## src/rtl/cmsdk_apb_slave_mux_tmo.sv

```systemverilog
// cmsdk_apb_slave_mux_tmo: APB response mux with wait-state timeout, unmapped/multi-select errors and sticky status
module cmsdk_apb_slave_mux_tmo #(
  parameter int NUM_SLAVES     = 6,
  parameter int DATA_WIDTH     = 32,
  parameter int TIMEOUT_CYCLES = 256,
  parameter int UNMAP_SLVERR   = 1,
  localparam int IW = NUM_SLAVES > 1 ? $clog2(NUM_SLAVES) : 1
) (
  input  logic                             pclk,
  input  logic                             preset,
  input  logic                             psel,
  input  logic                             penable,
  input  logic [NUM_SLAVES-1:0]            pselx,
  input  logic [NUM_SLAVES-1:0]            preadyx,
  input  logic [NUM_SLAVES*DATA_WIDTH-1:0] prdatax,
  input  logic [NUM_SLAVES-1:0]            pslverrx,
  output logic                             pready,
  output logic [DATA_WIDTH-1:0]            prdata,
  output logic                             pslverr,
  input  logic                             tout_clr,
  output logic                             tout_flag,
  output logic [IW-1:0]                    tout_idx,
  output logic                             msel_flag,
  output logic                             tout_irq
);
  localparam int CW = TIMEOUT_CYCLES > 0 ? $clog2(TIMEOUT_CYCLES + 1) : 1;
  localparam logic [CW-1:0] TLAST = CW'(TIMEOUT_CYCLES > 0 ? TIMEOUT_CYCLES - 1 : 0);
  typedef enum logic [1:0] {IDLE, WAIT, TOUT} state_t;
  state_t state_q, state_d;
  logic [CW-1:0] cnt_q, cnt_d;
  logic [NUM_SLAVES-1:0] sel_q, sel_d;
  logic [IW-1:0] idx, idx_q, idx_d;
  logic onehot, multi, rdy, err, tout, force_rsp;
  logic [DATA_WIDTH-1:0] dat;
  always_comb begin
    idx = '0;
    for (int i = 0; i < NUM_SLAVES; i++)
      if (pselx[i]) idx = IW'(i);
  end
  assign onehot = pselx != '0 && (pselx & (pselx - NUM_SLAVES'(1))) == '0;
  assign multi  = pselx != '0 && !onehot;
  assign rdy    = preadyx[idx];
  assign err    = pslverrx[idx];
  assign dat    = prdatax[idx*DATA_WIDTH +: DATA_WIDTH];
  assign tout   = state_q == TOUT;
  // The wait counter only runs while the same single slave stays selected and stalled
  always_comb begin
    state_d = state_q;
    cnt_d   = cnt_q;
    sel_d   = sel_q;
    idx_d   = idx_q;
    case (state_q)
      IDLE: if (TIMEOUT_CYCLES != 0 && psel && penable && onehot && !rdy) begin
        state_d = WAIT;
        cnt_d   = CW'(1);
        sel_d   = pselx;
        idx_d   = idx;
      end
      WAIT: if (!psel || pselx != sel_q || rdy) begin
        state_d = IDLE;
        cnt_d   = '0;
      end else begin
        cnt_d   = cnt_q + CW'(1);
        state_d = cnt_q == TLAST ? TOUT : WAIT;
      end
      default: begin
        state_d = IDLE;
        cnt_d   = '0;
      end
    endcase
  end
  always_ff @(posedge pclk) begin
    if (preset) begin
      state_q <= IDLE;
      cnt_q   <= '0;
      sel_q   <= '0;
      idx_q   <= '0;
    end else begin
      state_q <= state_d;
      cnt_q   <= cnt_d;
      sel_q   <= sel_d;
      idx_q   <= idx_d;
    end
  end
  assign force_rsp = preset || tout || !onehot;
  assign pready    = force_rsp ? 1'b1 : rdy;
  assign prdata    = force_rsp ? '0 : dat;
  assign pslverr   = preset ? 1'b0 : tout ? 1'b1 : onehot ? err & rdy :
                     multi ? penable : psel & penable & (UNMAP_SLVERR != 0);
  // Setting a flag takes priority over a simultaneous clear
  always_ff @(posedge pclk) begin
    if (preset) begin
      tout_flag <= 1'b0;
      tout_idx  <= '0;
      msel_flag <= 1'b0;
    end else begin
      tout_flag <= tout | (tout_flag & !tout_clr);
      tout_idx  <= tout ? idx_q : tout_clr ? '0 : tout_idx;
      msel_flag <= (psel & penable & multi) | (msel_flag & !tout_clr);
    end
  end
  assign tout_irq = tout_flag | msel_flag;
endmodule
```

## config.mk

```make
export PLATFORM = sky130hd
export DESIGN_NAME = cmsdk_apb_slave_mux_tmo
export DESIGN_NICKNAME = d
export VERILOG_FILES = /design/src/rtl/cmsdk_apb_slave_mux_tmo.sv
export SDC_FILE = /design/constraint.sdc
export NUM_CORES = 1
export LEC_CHECK = 0
export CAP_MARGIN = 20
export CORE_UTILIZATION = 35
export DETAILED_ROUTE_END_ITERATION = 7
export PLACE_DENSITY = 0.85
export SLEW_MARGIN = 20
export SYNTH_ARGS = -nofsm -noshare
export SYNTH_HDL_FRONTEND = slang
export SYNTH_SLANG_ARGS = --single-unit
```

## constraint.sdc

```tcl
create_clock -name pclk -period 6 [get_ports pclk]
set_input_delay 1.2 -clock pclk [delete_from_list [all_inputs] [get_ports pclk]]
set_output_delay 1.2 -clock pclk [all_outputs]
set_load 0.05 [all_outputs]
```

==> metrics.txt, run 1 <==
# TYPE chip_impl_metric gauge
chip_impl_info{name="status",value="finished clean"} 1
chip_impl_info{name="synth_top_cells_by_area",value="mux4_2 21%, dfxtp_1 15%, nor3_2 9.1%"} 1
chip_impl_info{name="netlist.top_cell.by_area",value="mux4_2"} 1
chip_impl_info{name="tritoncts",value="done"} 1
chip_impl_metric{name="drt_wl_total",unit="µm"} 14080
chip_impl_metric{name="die_height",unit="µm"} 100.5
chip_impl_metric{name="syn_area_per_cell",unit="µm²"} 9.332
chip_impl_metric{name="synth_cells",unit=""} 364
chip_impl_metric{name="maxCapViolations",unit=""} 0
chip_impl_metric{name="ir_drop",unit="V"} 0.0001262
chip_impl_metric{name="io_pins",unit=""} 255
chip_impl_metric{name="yosys_register_bits",unit=""} 25
chip_impl_metric{name="timing.final.crit_share",unit=""} 0.8907
chip_impl_metric{name="grt_util_all_layers",unit=""} 0.2644
chip_impl_info{name="dominantRegCellSynth",value="dfxtp_1"} 1
chip_impl_metric{name="dr.first_iter.drc_count",unit=""} 174
chip_impl_metric{name="synthToLayoutAreaGrowth",unit="%"} 74.25
chip_impl_metric{name="vias_in_the_first_global_route",unit=""} 3735
chip_impl_metric{name="cts_resized",unit=""} 0
chip_impl_metric{name="power-per-cell-area",unit="nW/µm²"} 103.0
chip_impl_metric{name="final_layout_size_suffix_gt1_frac",unit=""} 0.2500
chip_impl_metric{name="final_cells",unit=""} 722
chip_impl_info{name="hold_path.class",value="register to register"} 1
chip_impl_metric{name="final-setup-viol-count",unit=""} 0
chip_impl_metric{name="worst_pin_slew",unit="ns"} 0.9781
chip_impl_metric{name="cp_data_required_time",unit="ns"} 4.80
chip_impl_metric{name="finalWeightedCongestion",unit=""} 0.9232
chip_impl_metric{name="clock_power_share",unit=""} 0.164
chip_impl_metric{name="layout_min_cycle_time",unit="ns"} 5.344
chip_impl_metric{name="nets",unit=""} 810
chip_impl_metric{name="detail_route.drc_violations",unit=""} 0
chip_impl_metric{name="syn_nets",unit=""} 581
chip_impl_metric{name="dp_hpwl",unit="µm"} 11640
chip_impl_metric{name="synthArstFlopShare",unit=""} 0
chip_impl_metric{name="final-max-slew-violation-count",unit=""} 0
chip_impl_metric{name="die_x",unit="µm"} 100.5
chip_impl_metric{name="fin_skew",unit="ns"} 0.001685
chip_impl_metric{name="pwr-share-comb",unit=""} 0.562
chip_impl_metric{name="cp.arrival",unit="ns"} 4.14
chip_impl_info{name="critical_path.startpoint_type",value="input pin"} 1
chip_impl_metric{name="cell_internal_pwr",unit="µW"} 421.0
chip_impl_metric{name="leakagePower",unit="nW"} 2.265
chip_impl_metric{name="grtUsageMet2",unit=""} 0.4589
chip_impl_metric{name="synth.lib_cells_used.distinct",unit=""} 56
chip_impl_metric{name="edff_count_synth",unit=""} 0
chip_impl_metric{name="grt_antenna_before_repair",unit=""} 3
chip_impl_metric{name="cp_num_buf_inv",unit=""} 2
chip_impl_metric{name="cts.sink_count",unit=""} 25
chip_impl_metric{name="clock_insertion_delay_worst_skew",unit="ns"} 0.27
chip_impl_metric{name="htree_num_levels",unit=""} 1
chip_impl_metric{name="use_met1",unit=""} 0.3172
chip_impl_metric{name="clk_path_buf_depth",unit=""} 2
chip_impl_metric{name="path_clk_slew",unit="ns"} 0.08
chip_impl_metric{name="groute.layer.met3.usage",unit=""} 0.08530
chip_impl_info{name="timing.critical_path.cells",value="clkdlybuf4s50_1 -> xor2_1 -> o211ai_1 -> a211oi_1 -> a31oi_1 -> or3_2 -> nor3_1 -> buf_4"} 1
chip_impl_metric{name="port_buffers",unit=""} 254
chip_impl_metric{name="max_clock_freq",unit="MHz"} 187.1
chip_impl_metric{name="yosysWarningCount",unit=""} 0
chip_impl_metric{name="yosysTopAreaCellShare",unit=""} 0.2122
chip_impl_metric{name="seq_area_frac_synth",unit=""} 0.1473
chip_impl_metric{name="power.share.sequential",unit=""} 0.275
chip_impl_metric{name="maxSlewHeadroom",unit=""} 0.3480
chip_impl_metric{name="grt_pass1_wl",unit="µm"} 20420
chip_impl_metric{name="via_to_cell_ratio",unit=""} 5.356
chip_impl_info{name="endpoint_kind",value="output pin"} 1
chip_impl_metric{name="grt_remaining_overflow",unit=""} 0
chip_impl_info{name="clockRootBuffer",value="clkbuf_8"} 1
chip_impl_metric{name="cts_hold_buf",unit=""} 0
chip_impl_metric{name="floorplan.initialDensity",unit=""} 0.3642
chip_impl_info{name="criticalPathCategory",value="input pin to output pin"} 1
chip_impl_metric{name="wl_per_cell",unit="µm"} 19.50
chip_impl_metric{name="num_rows",unit=""} 35
chip_impl_info{name="slowest_stage_cell_cp",value="or3_2"} 1
chip_impl_info{name="grt_setup_unrepaired",value="false"} 1
chip_impl_metric{name="core",unit="µm²"} 9328
chip_impl_metric{name="dp.cells",unit=""} 717
chip_impl_metric{name="netSwitchingPower",unit="µW"} 188.9
chip_impl_metric{name="cp_max_fo",unit=""} 33
chip_impl_metric{name="totalNegativeSetupSlack",unit="ns"} 0
chip_impl_info{name="grt_most_used_layer",value="met2"} 1
chip_impl_metric{name="finalHoldViolations",unit=""} 0
chip_impl_metric{name="post-cts-setup-buffers",unit=""} 0
chip_impl_metric{name="firstDrtPassIters",unit=""} 4
chip_impl_metric{name="switching_share",unit=""} 0.3098
chip_impl_metric{name="route.antenna.remaining_nets",unit=""} 0
chip_impl_metric{name="routed-via-count",unit=""} 3867
chip_impl_info{name="timing.critical_path.max_delay_family",value="simple AND/OR/NAND/NOR gates"} 1
chip_impl_metric{name="stage_delay_of_the_slowest_cell_on_the_critical_path",unit="ns"} 0.87
chip_impl_metric{name="dieArea",unit="µm²"} 10100
chip_impl_metric{name="numCtsBuffers",unit=""} 3
chip_impl_metric{name="maximum_number_of_pins_on_one_net_before_global_route_repair",unit=""} 65
chip_impl_metric{name="synthesis.area",unit="µm²"} 3397
==> through the flow <==
stage | util | setup WS (ns) | hold slack, ns | power, mW | instance area, µm²
after floorplan | - | 1.183 | 0.4323 | 0.3407 | 3397
after global placement | 0.6288 | 0.7150 | 0.4500 | 0.5087 | 5866
after detailed placement | 0.6295 | 0.6610 | 0.4518 | 0.5136 | 5872
after CTS | 0.6343 | 0.6505 | 0.4721 | 0.6140 | 5917
after global routing | 0.6343 | 0.5139 | 0.4927 | 0.6416 | 5917
final | 0.6346 | 0.6556 | 0.4701 | 0.6099 | 5919
==> cells in the mapped netlist, types with 7 or more instances <==
master / number
a21o_1: 38
dfxtp_1: 25
mux4_2: 32
inv_1: 7
a21oi_2: 28
nor2b_1: 35
clkbuf_1: 15
buf_6: 8
nor3_2: 31
a21oi_1: 16
nand2_1: 10
nor2_1: 17
mux2i_1: 8
==> routing by layer <==
layer	vias to the layer above	wire [µm]
li1	1822	-
met1	1812	5434
met2	200	6925
met3	29	1405
met4	4	283
met5	-	27
==> power groups by stage <==
stage	combinational, mW	sequential [mW]	clock (mW)
after floorplan	0.168	0.173	0
after global placement	0.337	0.171	0
after detailed placement	0.342	0.171	0
after CTS	0.344	0.167	0.103
after global routing	0.363	0.168	0.111
final	0.343	0.167	0.0998
==> path summary, 6_finish.rpt <==
| kind | startpoint | end | slack (ns) | cells after the start |
|---|---|---|---|---|
| hold reg to reg | cnt_q[8] | cnt_q[8] | 0.47 | 1 |
| hold / removal | cnt_q[8] | cnt_q[8] | 0.47 | 1 |
| setup reg to reg | sel_q[3] | cnt_q[3] | 3.96 | 6 |
| setup / recovery | pselx[2] | prdata[31] | 0.66 | 8 |
==> state kept, by name (all words and copies together) (netlist names) <==
signal	count
tout_flag	1
msel_flag	1
tout_idx	3
sel_q	6
idx_q	3
cnt_q	9
state_q	2
==> layout make-up <==
| type | instances | area [µm²] |
|---|---|---|
| Fill cell | 773 | 3408 |
| Multi-Input combinational cell | 294 | 2666 |
| Timing Repair Buffer | 260 | 2507 |
| Sequential cell | 25 | 500.5 |
| Tap cell | 129 | 161.4 |
| Clock buffer | 4 | 45.04 |
| Inverter | 9 | 36.28 |
| Antenna cell | 1 | 2.502 |
==> cell usage in the layout, fill, tap and decap left out, drive strengths merged, types with 3 or more instances in the layout <==
cell / synthesis / routed
clkbuf: 15 / 4
mux4: 33 / 33
nand3: 4 / 4
xor2: 4 / 4
a21oi: 44 / 44
dfxtp: 25 / 25
o21ai: 5 / 5
nand2: 10 / 10
and3: 4 / 4
buf: 21 / 41
a21o: 38 / 38
nor3b: 3 / 3
nor2: 18 / 18
a31oi: 3 / 3
nor2b: 35 / 35
or2: 4 / 4
mux2i: 8 / 8
nor3: 37 / 37
inv: 9 / 9
o2bb2ai: 3 / 3
xnor2: 5 / 5
a211oi: 3 / 3
clkdlybuf4s50: 0 / 219
nand2b: 5 / 5
or3: 6 / 6
==> kinds of logic after synthesis <==
family          share of synthesized area
simple gates                       0.2567
xor+xnor                          0.02320
mux                                0.2435
fa+ha+maj                         0.01031
flops                              0.1473
compound gates                     0.2464
buf+inv                           0.07256
==> worst reg2reg max path: stages (launching register included) <==
cell	delay (ns)
dfxtp_1	0.33
xnor2_1	0.21
nand3_1	0.13
nor4_1	0.58
nand2_1	0.17
or3_1	0.40
o2bb2ai_1	0.16
Power figures use the tool's default switching activity.
==> inputs of run 2 (changes only) <==
CORE_AREA = 2 2 98 100   (was unset)
CORE_UTILIZATION = unset   (was 35)
DIE_AREA = 0 0 100 102   (was unset)
PLACE_DENSITY = 0.89   (was 0.85)
==> metrics.txt, run 2 (same netlist as run 1, synthesis figures left out) <==
# TYPE chip_impl_metric gauge
chip_impl_metric{name="dp.cells",unit=""} 699
chip_impl_metric{name="totalNegativeSetupSlack",unit="ns"} 0
chip_impl_metric{name="dp_hpwl",unit="µm"} 12260
chip_impl_metric{name="firstDrtPassIters",unit=""} 4
chip_impl_metric{name="maximum_number_of_pins_on_one_net_before_global_route_repair",unit=""} 53
chip_impl_info{name="timing.critical_path.cells",value="clkdlybuf4s50_1 -> xor2_1 -> o211ai_1 -> a211oi_1 -> a31oi_1 -> or3_2 -> nor3_1 -> buf_12"} 1
chip_impl_metric{name="htree_num_levels",unit=""} 1
chip_impl_metric{name="max_clock_freq",unit="MHz"} 182.1
chip_impl_metric{name="grt_antenna_before_repair",unit=""} 5
chip_impl_info{name="critical_path.startpoint_type",value="input pin"} 1
chip_impl_metric{name="num_rows",unit=""} 35
chip_impl_metric{name="worst_pin_slew",unit="ns"} 1.017
chip_impl_metric{name="cts_hold_buf",unit=""} 0
chip_impl_metric{name="port_buffers",unit=""} 254
chip_impl_info{name="slowest_stage_cell_cp",value="or3_2"} 1
chip_impl_metric{name="design_area",unit="µm²"} 6232
chip_impl_metric{name="dr.first_iter.drc_count",unit=""} 138
chip_impl_metric{name="route.antenna.remaining_nets",unit=""} 0
chip_impl_metric{name="grt_util_all_layers",unit=""} 0.2689
chip_impl_metric{name="detail_route.drc_violations",unit=""} 0
chip_impl_metric{name="clock_insertion_delay_worst_skew",unit="ns"} 0.27
chip_impl_metric{name="io_pins",unit=""} 255
chip_impl_metric{name="postPlaceCellArea",unit="µm²"} 6168
chip_impl_info{name="criticalPathCategory",value="input pin to output pin"} 1
chip_impl_metric{name="cp.arrival",unit="ns"} 4.29
chip_impl_metric{name="finalWeightedCongestion",unit=""} 0.9230
chip_impl_metric{name="via_to_cell_ratio",unit=""} 5.571
chip_impl_info{name="clockRootBuffer",value="clkbuf_8"} 1
chip_impl_info{name="endpoint_kind",value="output pin"} 1
chip_impl_info{name="tritoncts",value="done"} 1
chip_impl_metric{name="power-per-cell-area",unit="nW/µm²"} 100.8
chip_impl_metric{name="grt_remaining_overflow",unit=""} 0
chip_impl_metric{name="die_height",unit="µm"} 102
chip_impl_metric{name="nets",unit=""} 810
chip_impl_metric{name="dieArea",unit="µm²"} 10200
chip_impl_metric{name="maxSlewHeadroom",unit=""} 0.3221
chip_impl_metric{name="synthToLayoutAreaGrowth",unit="%"} 83.46
chip_impl_metric{name="cts_resized",unit=""} 0
chip_impl_metric{name="layout_min_cycle_time",unit="ns"} 5.491
chip_impl_info{name="status",value="finished clean"} 1
chip_impl_metric{name="vias_in_the_first_global_route",unit=""} 3910
chip_impl_metric{name="final_cells",unit=""} 706
chip_impl_metric{name="finalPower",unit="µW"} 628.5
chip_impl_metric{name="routed-via-count",unit=""} 3933
chip_impl_metric{name="final-max-slew-violation-count",unit=""} 0
chip_impl_metric{name="fin_skew",unit="ns"} 0.003022
chip_impl_info{name="hold_path.class",value="register to register"} 1
chip_impl_metric{name="ir_drop",unit="V"} 0.0001055
chip_impl_metric{name="core",unit="µm²"} 9109
chip_impl_metric{name="floorplan.initialDensity",unit=""} 0.3729
chip_impl_metric{name="maxCapViolations",unit=""} 0
chip_impl_metric{name="numCtsBuffers",unit=""} 3
chip_impl_metric{name="timing.final.crit_share",unit=""} 0.9151
chip_impl_metric{name="path_clk_slew",unit="ns"} 0.10
chip_impl_metric{name="cp_max_fo",unit=""} 33
chip_impl_info{name="largest-register",value="cnt_q"} 1
chip_impl_metric{name="die_x",unit="µm"} 100
chip_impl_metric{name="wl_per_cell",unit="µm"} 20.80
chip_impl_metric{name="clk_path_buf_depth",unit=""} 2
chip_impl_metric{name="largest_register_ffs",unit=""} 9
chip_impl_metric{name="final_layout_size_suffix_gt1_frac",unit=""} 0.2517
chip_impl_metric{name="drt_wl_total",unit="µm"} 14680
chip_impl_metric{name="leakagePower",unit="nW"} 2.342
chip_impl_info{name="mostFrequentLayoutCells",value="219 x clkdlybuf4s50_1, 37 x a21o_1, 35 x nor2b_1"} 1
chip_impl_metric{name="grt_pass1_wl",unit="µm"} 21220
chip_impl_metric{name="finalHoldViolations",unit=""} 0
chip_impl_metric{name="final-setup-viol-count",unit=""} 0
chip_impl_metric{name="cts.sink_count",unit=""} 25
chip_impl_info{name="layout.cells.most_common",value="clkdlybuf4s50_1"} 1
chip_impl_metric{name="cp_data_required_time",unit="ns"} 4.80
chip_impl_info{name="grt_setup_unrepaired",value="false"} 1
chip_impl_metric{name="stage_delay_of_the_slowest_cell_on_the_critical_path",unit="ns"} 0.86
chip_impl_info{name="top_regs",value="cnt_q: 9 flops, sel_q: 6 flops"} 1
chip_impl_metric{name="post-cts-setup-buffers",unit=""} 0
==> run 2: power by group <==
group	switching [mW]	leakage [nW]	total, mW	internal (mW)
sequential	0.000932	0.202	0.168	0.167
combinational	0.138	2.11	0.354	0.216
clock	0.0579	0.0261	0.106	0.0486
==> run 2: area by class of cell <==
type	instances	area (µm²)
fill	697	2877
timing repair buffer	260	2833
multi-input combinational	294	2666
sequential	25	500.5
tap	111	138.9
clock buffer	3	41.29
inverter	9	36.28
clock inverter	1	8.758
antenna	3	7.507
==> run 2: path summary, 6_finish.rpt <==
path	startpoint	end	slack, ns	cells after the start
setup / recovery	pselx[2]	prdata[0]	0.51	8
hold reg to reg	cnt_q[8]	cnt_q[8]	0.47	1
hold / removal	cnt_q[8]	cnt_q[8]	0.47	1
setup reg to reg	cnt_q[0]	state_q[0]	4.05	8
==> run 2: layer usage <==
metal	track usage	up-vias	part of all wire
met3	0.08345	22	0.095
met5	0	-	0.0031
met1	0.3227	1893	0.37
met4	0.05163	6	0.014
li1	-	1827	-
met2	0.4802	185	0.51
==> run 2: worst max-delay path, delay by kind of cell <==
kind / cells / cell delay, ns
simple gates: 2 / 1.39
buf+inv: 2 / 0.95
compound gates: 3 / 0.50
xor+xnor: 1 / 0.20
==> run 2: through the flow <==
stage	setup WS, ns	util	hold slack [ns]
after global placement	0.6689	0.6772	0.4469
after floorplan	1.183	-	0.4323
final	0.5095	0.6842	0.4739
after CTS	0.5380	0.6827	0.4767
after global routing	0.4206	0.6837	0.4914
after detailed placement	0.5643	0.6772	0.4526
